[src/rtl/alu_seq_pkg.sv]
// Shared opcodes, FSM state encoding and the single-cycle ALU evaluation for alu_seq.
package alu_seq_pkg;

    localparam logic [2:0] OP_ADD = 3'd0;
    localparam logic [2:0] OP_SUB = 3'd1;
    localparam logic [2:0] OP_AND = 3'd2;
    localparam logic [2:0] OP_OR  = 3'd3;
    localparam logic [2:0] OP_NOT = 3'd4;
    localparam logic [2:0] OP_MUL = 3'd5;

    // Widest datapath the shared ALU function supports.
    localparam int MAX_W = 64;

    typedef enum logic [1:0] {
        ST_IDLE = 2'd0,
        ST_BUSY = 2'd1,
        ST_DONE = 2'd2
    } state_t;

    typedef struct packed {
        logic             c;
        logic             v;
        logic             ill;
        logic [MAX_W-1:0] y;
    } alu_res_t;

    // Operands arrive zero-extended to MAX_W; only the low w bits take part.
    function automatic alu_res_t alu_eval(input logic [2:0]       op,
                                          input logic [MAX_W-1:0] a,
                                          input logic [MAX_W-1:0] b,
                                          input int unsigned      w);
        alu_res_t         r;
        logic [MAX_W-1:0] mask;
        logic [MAX_W-1:0] top;
        logic [MAX_W-1:0] a_m;
        logic [MAX_W-1:0] b_m;
        logic [MAX_W-1:0] bx;
        logic [MAX_W:0]   full;
        logic [MAX_W:0]   cbit;
        logic             sb;
        logic             sx;
        logic             sy;
        r    = '0;
        full = '0;
        bx   = '0;
        mask = (w >= MAX_W) ? '1 : ((MAX_W'(1) << w) - MAX_W'(1));
        top  = MAX_W'(1) << (w - 1);
        cbit = (MAX_W + 1)'(1) << w;
        a_m  = a & mask;
        b_m  = b & mask;
        case (op)
            OP_ADD, OP_SUB: begin
                // Subtract is b + ~a + 1 so carry reads as "no borrow".
                bx   = (op == OP_SUB) ? (~a_m & mask) : a_m;
                full = {1'b0, b_m} + {1'b0, bx} + (MAX_W + 1)'(op == OP_SUB);
                r.y  = full[MAX_W-1:0] & mask;
                r.c  = |(full & cbit);
                sb   = |(b_m & top);
                sx   = |(bx & top);
                sy   = |(r.y & top);
                r.v  = (sb == sx) && (sy != sb);
            end
            OP_AND:  r.y = b_m & a_m;
            OP_OR:   r.y = b_m | a_m;
            OP_NOT:  r.y = ~a_m & mask;
            OP_MUL:  r.y = '0;
            default: r.ill = 1'b1;
        endcase
        return r;
    endfunction

endpackage

[src/rtl/alu_seq_if.sv]
// Request/response bundle between operand fetch, alu_seq and register writeback.
interface alu_seq_if #(
    parameter int WIDTH = 32
);
    logic                    in_valid;
    logic                    in_ready;
    logic [2:0]              op;
    logic signed [WIDTH-1:0] a;
    logic signed [WIDTH-1:0] b;
    logic                    out_valid;
    logic                    out_ready;
    logic signed [WIDTH-1:0] y;
    logic                    z;
    logic                    n;
    logic                    c;
    logic                    v;
    logic                    illegal;

    modport master (
        output in_valid, op, a, b, out_ready,
        input  in_ready, out_valid, y, z, n, c, v, illegal
    );

    modport slave (
        input  in_valid, op, a, b, out_ready,
        output in_ready, out_valid, y, z, n, c, v, illegal
    );
endinterface

[src/rtl/alu_mul_iter.sv]
// Shift-add multiplier: one partial product per cycle, fixed WIDTH-cycle run.
module alu_mul_iter #(
    parameter  int WIDTH = 32,
    localparam int CNT_W = $clog2(WIDTH + 1)
) (
    input  logic             clk,
    input  logic             rst_n,
    input  logic             i_start,
    input  logic [WIDTH-1:0] i_a,
    input  logic [WIDTH-1:0] i_b,
    output logic             o_done,
    output logic [WIDTH-1:0] o_product
);

    logic [WIDTH-1:0] r_a_sh;
    logic [WIDTH-1:0] r_b_sh;
    logic [WIDTH-1:0] r_acc;
    logic [CNT_W-1:0] r_cnt;
    logic [WIDTH-1:0] w_acc_next;

    assign w_acc_next = r_acc + (r_a_sh[0] ? r_b_sh : '0);

    // The final step's sum is offered combinationally so the parent can
    // register it on the same edge that retires the count.
    assign o_done    = (r_cnt == CNT_W'(1));
    assign o_product = w_acc_next;

    always_ff @(posedge clk or negedge rst_n) begin
        if (!rst_n) begin
            r_a_sh <= '0;
            r_b_sh <= '0;
            r_acc  <= '0;
            r_cnt  <= '0;
        end else if (i_start) begin
            r_a_sh <= i_a;
            r_b_sh <= i_b;
            r_acc  <= '0;
            r_cnt  <= CNT_W'(WIDTH);
        end else if (r_cnt != '0) begin
            r_acc  <= w_acc_next;
            r_a_sh <= r_a_sh >> 1;
            r_b_sh <= r_b_sh << 1;
            r_cnt  <= r_cnt - CNT_W'(1);
        end
    end

endmodule

[src/rtl/alu_seq.sv]
// Registered ALU with Z/N/C/V flags and an iterative multiply behind a
// valid/ready handshake on both the request and result side.
module alu_seq
    import alu_seq_pkg::*;
#(
    parameter  int WIDTH = 32,
    localparam int CNT_W = $clog2(WIDTH + 1)
) (
    input  logic      clk,
    input  logic      rst_n,
    alu_seq_if.slave  bus
);

    if (WIDTH < 4 || WIDTH > MAX_W) begin : g_width_check
        $error("alu_seq: WIDTH out of supported range");
    end

    state_t                  r_state;
    state_t                  w_next;
    logic                    w_in_ready;
    logic                    w_accept;
    logic                    w_mul_start;
    logic                    w_mul_done;
    logic [WIDTH-1:0]        w_product;
    alu_res_t                w_res;
    logic [WIDTH-1:0]        w_alu_y;
    logic                    w_unused;
    logic signed [WIDTH-1:0] r_y;
    logic                    r_z;
    logic                    r_n;
    logic                    r_c;
    logic                    r_v;
    logic                    r_ill;

    assign w_res    = alu_eval(bus.op, MAX_W'($unsigned(bus.a)),
                               MAX_W'($unsigned(bus.b)), WIDTH);
    assign w_alu_y  = w_res.y[WIDTH-1:0];
    assign w_unused = ^(w_res.y >> WIDTH);

    always_ff @(posedge clk or negedge rst_n) begin
        if (!rst_n) r_state <= ST_IDLE;
        else        r_state <= w_next;
    end

    always_comb begin
        w_next      = r_state;
        w_in_ready  = 1'b0;
        w_accept    = 1'b0;
        w_mul_start = 1'b0;
        case (r_state)
            ST_IDLE: w_in_ready = 1'b1;
            ST_DONE: w_in_ready = bus.out_ready;
            default: w_in_ready = 1'b0;
        endcase
        w_accept    = bus.in_valid && w_in_ready;
        w_mul_start = w_accept && (bus.op == OP_MUL);
        case (r_state)
            ST_IDLE: begin
                if (w_accept) w_next = w_mul_start ? ST_BUSY : ST_DONE;
            end
            ST_BUSY: begin
                if (w_mul_done) w_next = ST_DONE;
            end
            ST_DONE: begin
                if (w_accept)           w_next = w_mul_start ? ST_BUSY : ST_DONE;
                else if (bus.out_ready) w_next = ST_IDLE;
            end
            default: w_next = ST_IDLE;
        endcase
    end

    alu_mul_iter #(.WIDTH(WIDTH)) u_mul (
        .clk      (clk),
        .rst_n    (rst_n),
        .i_start  (w_mul_start),
        .i_a      (bus.a),
        .i_b      (bus.b),
        .o_done   (w_mul_done),
        .o_product(w_product)
    );

    // Result and flags only move on an accepted ALU op or a finishing multiply,
    // so they stay frozen while DONE waits on the consumer.
    always_ff @(posedge clk or negedge rst_n) begin
        if (!rst_n) begin
            r_y   <= '0;
            r_z   <= 1'b0;
            r_n   <= 1'b0;
            r_c   <= 1'b0;
            r_v   <= 1'b0;
            r_ill <= 1'b0;
        end else if (w_accept && !w_mul_start) begin
            r_y   <= w_alu_y;
            r_z   <= (w_alu_y == '0);
            r_n   <= w_alu_y[WIDTH-1];
            r_c   <= w_res.c;
            r_v   <= w_res.v;
            r_ill <= w_res.ill;
        end else if (r_state == ST_BUSY && w_mul_done) begin
            r_y   <= w_product;
            r_z   <= (w_product == '0);
            r_n   <= w_product[WIDTH-1];
            r_c   <= 1'b0;
            r_v   <= 1'b0;
            r_ill <= 1'b0;
        end
    end

    assign bus.in_ready  = w_in_ready;
    assign bus.out_valid = (r_state == ST_DONE);
    assign bus.y         = r_y;
    assign bus.z         = r_z;
    assign bus.n         = r_n;
    assign bus.c         = r_c;
    assign bus.v         = r_v;
    assign bus.illegal   = r_ill;

endmodule

[src/flat_wrapper.sv]
// flat-port wrapper written by rule: the top's interface ports become plain ports
module alu_seq_flat import alu_seq_pkg::*;
#(
    parameter  int WIDTH = 32,
    localparam int CNT_W = $clog2(WIDTH + 1)
)
  (clk, rst_n, bus_in_valid, bus_op, bus_a, bus_b, bus_out_ready, bus_in_ready, bus_out_valid, bus_y, bus_z, bus_n, bus_c, bus_v, bus_illegal);
  alu_seq_if #(.WIDTH(WIDTH)) bus_i ();
  input  logic clk;
  input  logic rst_n;
  input wire logic [$bits(bus_i.in_valid)-1:0] bus_in_valid;
  input wire logic [$bits(bus_i.op)-1:0] bus_op;
  input wire logic [$bits(bus_i.a)-1:0] bus_a;
  input wire logic [$bits(bus_i.b)-1:0] bus_b;
  input wire logic [$bits(bus_i.out_ready)-1:0] bus_out_ready;
  output wire logic [$bits(bus_i.in_ready)-1:0] bus_in_ready;
  output wire logic [$bits(bus_i.out_valid)-1:0] bus_out_valid;
  output wire logic [$bits(bus_i.y)-1:0] bus_y;
  output wire logic [$bits(bus_i.z)-1:0] bus_z;
  output wire logic [$bits(bus_i.n)-1:0] bus_n;
  output wire logic [$bits(bus_i.c)-1:0] bus_c;
  output wire logic [$bits(bus_i.v)-1:0] bus_v;
  output wire logic [$bits(bus_i.illegal)-1:0] bus_illegal;
  assign bus_i.in_valid = bus_in_valid;
  assign bus_i.op = bus_op;
  assign bus_i.a = bus_a;
  assign bus_i.b = bus_b;
  assign bus_i.out_ready = bus_out_ready;
  assign bus_in_ready = bus_i.in_ready;
  assign bus_out_valid = bus_i.out_valid;
  assign bus_y = bus_i.y;
  assign bus_z = bus_i.z;
  assign bus_n = bus_i.n;
  assign bus_c = bus_i.c;
  assign bus_v = bus_i.v;
  assign bus_illegal = bus_i.illegal;
  alu_seq #(.WIDTH(WIDTH)) u_core (.clk(clk), .rst_n(rst_n), .bus(bus_i));
endmodule
[config.mk]
export PLATFORM = sky130hd
export DESIGN_NAME = alu_seq_flat
export DESIGN_NICKNAME = d
export VERILOG_FILES = /design/src/rtl/alu_seq_pkg.sv /design/src/rtl/alu_seq_if.sv /design/src/rtl/alu_mul_iter.sv /design/src/rtl/alu_seq.sv /design/src/flat_wrapper.sv
export SDC_FILE = /design/constraint.sdc
export NUM_CORES = 1
export LEC_CHECK = 0
export BUFFER_PORTS_ARGS = -buffer_cell sky130_fd_sc_hd__buf_4
export CAP_MARGIN = 0
export CORE_ASPECT_RATIO = 0.9
export CORE_MARGIN = 1
export CORE_UTILIZATION = 50
export CTS_CLUSTER_SIZE = 40
export DETAILED_ROUTE_END_ITERATION = 10
export PLACE_DENSITY = 0.65
export SLEW_MARGIN = 10
export SYNTH_ARGS = -nofsm -noshare
export SYNTH_HDL_FRONTEND = slang
export SYNTH_HIERARCHICAL = 1
export SYNTH_SLANG_ARGS = --single-unit
[constraint.sdc]
create_clock -name clk -period 7.85 [get_ports clk]
set_clock_uncertainty 0.15 [all_clocks]
set_input_delay 0 -clock clk [delete_from_list [all_inputs] [get_ports clk]]
set_output_delay 0 -clock clk [all_outputs]
set_load 0.03 [all_outputs]
==> impl_metrics.py, run 1 <==
metrics = {
    "cells_and_area": {
        "mostFrequentLayoutCell": "nand2_1",
        "finalNonFillerCells": 1837,
        "final_cell_mix": "nand2_1, dfrtp_1, o21ai_0",
        "postLayoutCoreUtil_pct": 61.0,
        "area_delta_synth_final_pct": 19.0,
        "fin_nets": 1674,
        "n_antenna_cell": 0,
        "drive_above_1_share_pct": 12.1,
        "design_area_um2": 13800,
    },
    "sta": {
        "finalCritPeriodShare_pct": 59.8,
        "max_freq_ghz": 0.213,
        "setup_tns_ns": 0,
        "fin_crit_ns": 4.70,
        "hold_viol_final": 0,
        "max_slew_margin_pct": 38.7,
        "worstMarginPinSlew_ns": 0.914,
        "slew_violations": 0,
        "rsz0062_at_grt": "no",
        "finalSetupViolCount": 0,
        "worst_slack_ns": 3.15,
    },
    "worst_setup_path": {
        "endpoint_kind": "flop",
        "critical_path.max_stage_delay_ns": 0.61,
        "cp-startpoint": "bus_op[2]",
        "crit_chain": "dlygate4sd3_1, buf_4, nor3b_4, buf_4, xor2_1, ha_1, and3b_1, a221oi_4, nor4_1, o2111ai_2, a21oi_1, o31ai_2, xor2_1, o221ai_1, nor3_1, nand4_1, o41ai_2",
        "crit_fanout": 33,
        "slowest_stage": "nor4_1",
        "r2r_start": "u_core/u_mul/r_a_sh[0]",
        "critPathKind": "input pin to flop",
        "critical_path_required_ns": 8.02,
        "startpoint_type": "input pin",
        "worstPathArrival_ns": 4.87,
    },
    "synth": {
        "synthXorXnorAreaFrac_pct": 6.51,
        "synth_nets": 1546,
        "syn_area_per_cell_um2": 8.27,
        "synth_area_leaders": "dfrtp_1, ha_1, nand2_1",
        "synth-compound-area-share_pct": 21.6,
        "synth_fa_ha_area_share_pct": 10.7,
        "synth_ff_type": "dfrtp_1",
        "yosys-mux-area-fraction_pct": 6.24,
        "yosys_warnings": 6,
        "synth_top_area_share_pct": 30.3,
        "synth_top_family_by_area": "compound AO/OA/AOI/OAI gates",
        "synth_area_um2": 11600,
        "synth_cells": 1399,
        "async_flop_share_pct": 100,
        "synth-simple-area-share_pct": 20.5,
        "synth_cell_types": 84,
        "synth-seq-area-share_pct": 30.3,
        "ys_ff_latch": 140,
        "yosysTopAreaCell": "dfrtp_1",
        "synth_edf_count": 0,
    },
    "power_and_ir_drop": {
        "p_per_area_nw_per_um2": 294,
        "p_leak_nw": 6.24,
        "irDropWorstVdd_v": 0.000152,
    },
    "grt": {
        "grt_util_all_layers_pct": 31.5,
        "first_global_vias": 10600,
        "grt_max_degree": 78,
        "grt_pass1_wl_um": 58600,
        "grt_antenna_before_repair": 0,
        "gr-total-overflow": 0,
    },
    "clocking": {
        "cts_max_path_buffers": 2,
        "cts_tree": "built",
        "insertion_delay_ns": 0.43,
        "cts.htree.levels": 4,
        "cts-buffers-inserted": 17,
        "cts_hold_buffers": 69,
        "cts.repair.resized": 0,
        "cts-root-buf": "clkbuf_16",
        "cts.sinks": 140,
        "cts_setup_buffers": 0,
        "cts.clk_slew.worst_paths_ns": 0.07,
    },
    "floorplanning": {
        "fp.dieW_um": 162,
        "row_count": 52,
        "coreArea_um2": 22600,
        "die-area_um2": 23800,
        "pin_count": 110,
        "initial_utilization_pct": 51.3,
        "die_h_um": 146,
    },
    "drt": {
        "drtAntennaViolNets": 0,
        "vias": 11100,
        "first_pass_iters": 5,
        "finalWirelength_um": 36400,
        "drc": 0,
        "avgViaCountPerCell": 6.04,
        "dr.first_iter.drc_count": 794,
        "routedWlPerCell_um": 19.8,
    },
    "placed_design": {
        "place_area_um2": 12500,
        "io_buffers": 109,
        "gp_congestion": 0.934,
        "dp_hpwl_um": 26500,
        "dp_cells": 1736,
        "place_ws_ns": 3.15,
    },
    "run_status": {
        "run_status": "finished, final reports clean",
    },
    "hold_path": {
        "min_path_type": "input pin to async pin",
    },
    "job": {
        "max_cap_viol_count": 0,
    },
}
[routing by layer]
layer	global-route usage (%)	share of wire, %	vias to the layer above
met5	0	0	-
met4	7.12	1.6	0
met3	4.43	6.2	37
met2	47.5	44	380
met1	47.4	48	5367
li1	-	-	5317
[synth_stat cells (9+ instances only)]
cell type  instances
clkbuf_1          58
o221ai_1          12
and2_1            35
nand2_1          242
dfrtp_1          140
xor2_1            50
nor2_1            76
nand4_1           16
maj3_1            27
a31oi_1           25
ha_1              74
xnor2_1           36
a21oi_1           91
nand3_1           26
nor3b_1           10
a21o_1            23
inv_1             24
o21ai_0          128
nor4_1            18
nor3_1            20
a211oi_1          16
buf_1              9
mux2i_1           71
nand3b_1          10
[state kept, by name, summed over array words and instances, names as in the netlist]
signal               cells
u_core/r_state           2
u_core/bus.z             1
u_core/u_mul/r_acc      32
u_core/bus.illegal       1
u_core/u_mul/r_cnt       6
u_core/bus.c             1
u_core/u_mul/r_b_sh     32
u_core/bus.v             1
u_core/u_mul/r_a_sh     32
u_core/bus.y            32
[report_power, final]
part | internal, W | switching [W]
Clock | 0.000449 | 0.000365
Combinational | 0.000801 | 0.00123
Sequential | 0.000997 | 0.000215
[path summary, 6_finish.rpt]
| kind | cells after the start | slack [ns] | endpoint |
|---|---|---|---|
| setup / recovery | 17 | 3.15 | u_core/bus.z |
| hold / removal | 2 | 0.02 | u_core/u_mul/r_acc[4] |
| setup reg to reg | 13 | 3.35 | u_core/bus.z |
| hold reg to reg | 2 | 0.35 | u_core/bus.v |
| max in group asynchronous | 3 | 6.20 | u_core/u_mul/r_a_sh[3] |
| min in group clk | 3 | 0.09 | u_core/r_state[0] |
[critical path: cells and delay by family]
kind	cells	cell delay (ns)
xor+xnor	2	0.32
fa+ha+maj	1	0.41
compound gates	6	1.28
buf+inv	3	1.27
simple gates	5	1.58
[final cells by class]
class,count,area [um^2]
fillers,2023,8800
multi-input cells,1152,7610
flip-flops and latches,140,3500
repair buffers,192,1620
clock buffers,17,425
well taps,297,372
clock inverters,15,155
inverters,24,90.1
[cell families (layout without fill, tap and decap cells)]
| kind of cell | Yosys count | count (layout) |
|---|---|---|
| flip-flops | 140 | 140 |
| adder cells (fa/ha/maj) | 103 | 103 |
| AND/OR/NAND/NOR | 500 | 500 |
| XOR/XNOR | 86 | 86 |
| multiplexers | 72 | 72 |
| buffers and inverters | 107 | 248 |
| AO/OA/AOI/OAI | 391 | 391 |
[through the flow]
step                hold WS, ns  total power (W)
finish                   0.0153          0.00406
global route             0.0691          0.00433
CTS                      0.0552          0.00404
detailed placement      -0.0586          0.00318
global placement        -0.0556          0.00316
floorplan                -0.446          0.00260
(Power assumes the default switching activity.)
==> run 2: changes to the inputs <==
==> constraint.sdc (replaced) <==
create_clock -name clk -period 4.6 [get_ports clk]
set_clock_uncertainty 0.15 [all_clocks]
set_input_delay 0 -clock clk [delete_from_list [all_inputs] [get_ports clk]]
set_output_delay 0 -clock clk [all_outputs]
set_load 0.03 [all_outputs]
==> impl_metrics.py, run 2 (synthesis gave the netlist of run 1 again) <==
metrics = {
    "run_status": {
        "run_status": "finished, final reports clean",
    },
    "grt": {
        "grt_max_degree": 156,
        "grtUsageMet2_pct": 46.9,
        "grt_antenna_before_repair": 0,
        "grt_pass1_wl_um": 58300,
        "top_usage_layer": "met2",
        "use_met3_pct": 5.71,
        "gr-total-overflow": 0,
        "first_global_vias": 10800,
        "grt_util_all_layers_pct": 31.4,
        "grtUsageMet1_pct": 45.9,
    },
    "cells_and_area": {
        "area_delta_synth_final_pct": 20.5,
        "n_antenna_cell": 0,
        "mostFrequentLayoutCell": "nand2_1",
        "fin_nets": 1680,
        "drive_above_1_share_pct": 12.7,
        "finalNonFillerCells": 1843,
        "fillCellCount": 2002,
        "final_cell_mix": "nand2_1, dfrtp_1, o21ai_0",
    },
    "drt": {
        "avgViaCountPerCell": 6.07,
        "drc": 0,
        "routedWlPerCell_um": 19.9,
        "dr.first_iter.drc_count": 912,
        "vias": 11200,
        "drtAntennaViolNets": 0,
        "first_pass_iters": 5,
        "finalWirelength_um": 36600,
    },
    "worst_setup_path": {
        "crit_fanout": 29,
        "crit_family": "simple AND/OR/NAND/NOR gates",
        "worstPathArrival_ns": 4.55,
        "cp-startpoint": "bus_op[1]",
        "critical_path.max_stage_delay_ns": 0.55,
        "startpoint_type": "input pin",
        "critPathKind": "input pin to flop",
        "reg2reg_slack_ns": 0.30,
        "slowest_stage": "dlygate4sd3_1",
        "endpoint_kind": "flop",
        "crit_chain": "dlygate4sd3_1, buf_4, nor3b_4, buf_4, buf_12, xor2_1, ha_1, a21oi_1, o21ai_0, a31o_2, or2_2, xnor2_1, o221ai_1, nor4_1, nand3_1, nor3_1, nand4_1, o41ai_2",
        "cp_num_buf_inv": 4,
        "critical_path_required_ns": 4.76,
        "path_common_cell": "buf_4",
        "r2r_start": "u_core/u_mul/r_a_sh[0]",
    },
    "placed_design": {
        "dp_cells": 1738,
        "io_buffers": 109,
        "dp_hpwl_um": 26200,
        "gp_congestion": 0.972,
    },
    "floorplanning": {
        "die_h_um": 146,
        "pin_count": 110,
        "row_count": 52,
        "die-area_um2": 23800,
        "fp.dieW_um": 162,
        "coreArea_um2": 22600,
        "initial_utilization_pct": 51.3,
    },
    "power_and_ir_drop": {
        "swShare_pct": 43.1,
        "irDropWorstVdd_v": 0.000256,
        "p_per_area_nw_per_um2": 509,
        "p_sw_w": 0.00306,
        "p_leak_nw": 6.31,
        "power_frac_seq_pct": 28.7,
        "clkPwrFrac_pct": 21.3,
        "p_comb_share_pct": 49.9,
        "p_int_w": 0.00404,
    },
    "clocking": {
        "cts_max_path_buffers": 2,
        "insertion_delay_ns": 0.42,
        "cts.htree.levels": 4,
        "cts-root-buf": "clkbuf_16",
        "cts_tree": "built",
        "cts-buffers-inserted": 17,
        "cts.sinks": 140,
        "cts.clk_slew.worst_paths_ns": 0.06,
    },
    "sta": {
        "worstMarginPinSlew_ns": 1.00,
        "setup_tns_ns": 0,
        "slew_violations": 0,
        "hold_viol_final": 0,
        "finalCritPeriodShare_pct": 95.4,
        "max_freq_ghz": 0.228,
        "finalSetupViolCount": 0,
        "fin_crit_ns": 4.39,
        "rsz0062_at_grt": "no",
        "max_slew_margin_pct": 33.3,
    },
    "hold_path": {
        "min_path_type": "input pin to async pin",
    },
    "job": {
        "max_cap_viol_count": 0,
    },
}
run 2: worst paths after layout:
path	end	cells past startpoint
hold / removal	u_core/u_mul/r_acc[4]	2
min in group clk	u_core/u_mul/r_a_sh[21]	4
max in group asynchronous	u_core/bus.y[15]	3
setup / recovery	u_core/bus.z	18
hold reg to reg	u_core/bus.v	2
setup reg to reg	u_core/bus.z	16
run 2: power groups by stage:
stage                     logic [W]  clock network, W  registers (W)
after floorplan             0.00232                 0        0.00211
after global placement      0.00336                 0        0.00204
after detailed placement    0.00340                 0        0.00205
after CTS                   0.00347           0.00154        0.00203
after global routing        0.00386           0.00158        0.00209
final                       0.00355           0.00152        0.00204
run 2: what timing repair did:
item / in CTS / in global routing
setup endpoints to repair: 0 / 1
hold endpoints to repair: 184 / 0
resized for setup: 0 / 6
hold buffers: 70 / 0
buffers inserted: 0 / 3
run 2: cell type report:
cell class	instances	area, um^2	share of cell area, %
multi-input cells	1152	7640	54.8
flip-flops and latches	140	3500	25.1
repair buffers	198	1700	12.2
clock buffers	20	457	3.27
well taps	297	372	2.66
clock inverters	12	184	1.32
inverters	24	90.1	0.646
run 2: layer usage:
layer	vias up	share of wire [%]
met4	0	2.2
met1	5402	47
li1	5327	-
met3	51	6.7
met2	405	44
met5	-	0
run 2: stage by stage:
| step | worst slack [ns] | hold slack (ns) | instance area, um^2 | total power [W] | util (%) |
|---|---|---|---|---|---|
| detailed placement | 0.333 | 0.0164 | 12600 | 0.00545 | 55.6 |
| floorplan | 0.915 | -0.446 | 11600 | 0.00444 | - |
| global placement | 0.349 | 0.0142 | 12600 | 0.00541 | 55.6 |
| CTS | 0.131 | 0.143 | 13900 | 0.00704 | 61.5 |
| global route | 0.0872 | 0.171 | 13900 | 0.00754 | 61.8 |
| finish | 0.209 | 0.0995 | 13900 | 0.00710 | 61.8 |
run 2: worst reg2reg max path, stage by stage, from the launching register on:
cell      delay (ns)
dfrtp_1         0.36
buf_4           0.22
and2_1          0.17
ha_1            0.21
fa_1            0.41
a21oi_1         0.19
nand4b_1        0.23
a21boi_2        0.13
a311o_1         0.47
a31o_2          0.33
a21oi_1         0.19
xnor2_1         0.16
nor4_1          0.27
nand4_1         0.15
o31ai_1         0.32
nand2_1         0.15
o41ai_2         0.09
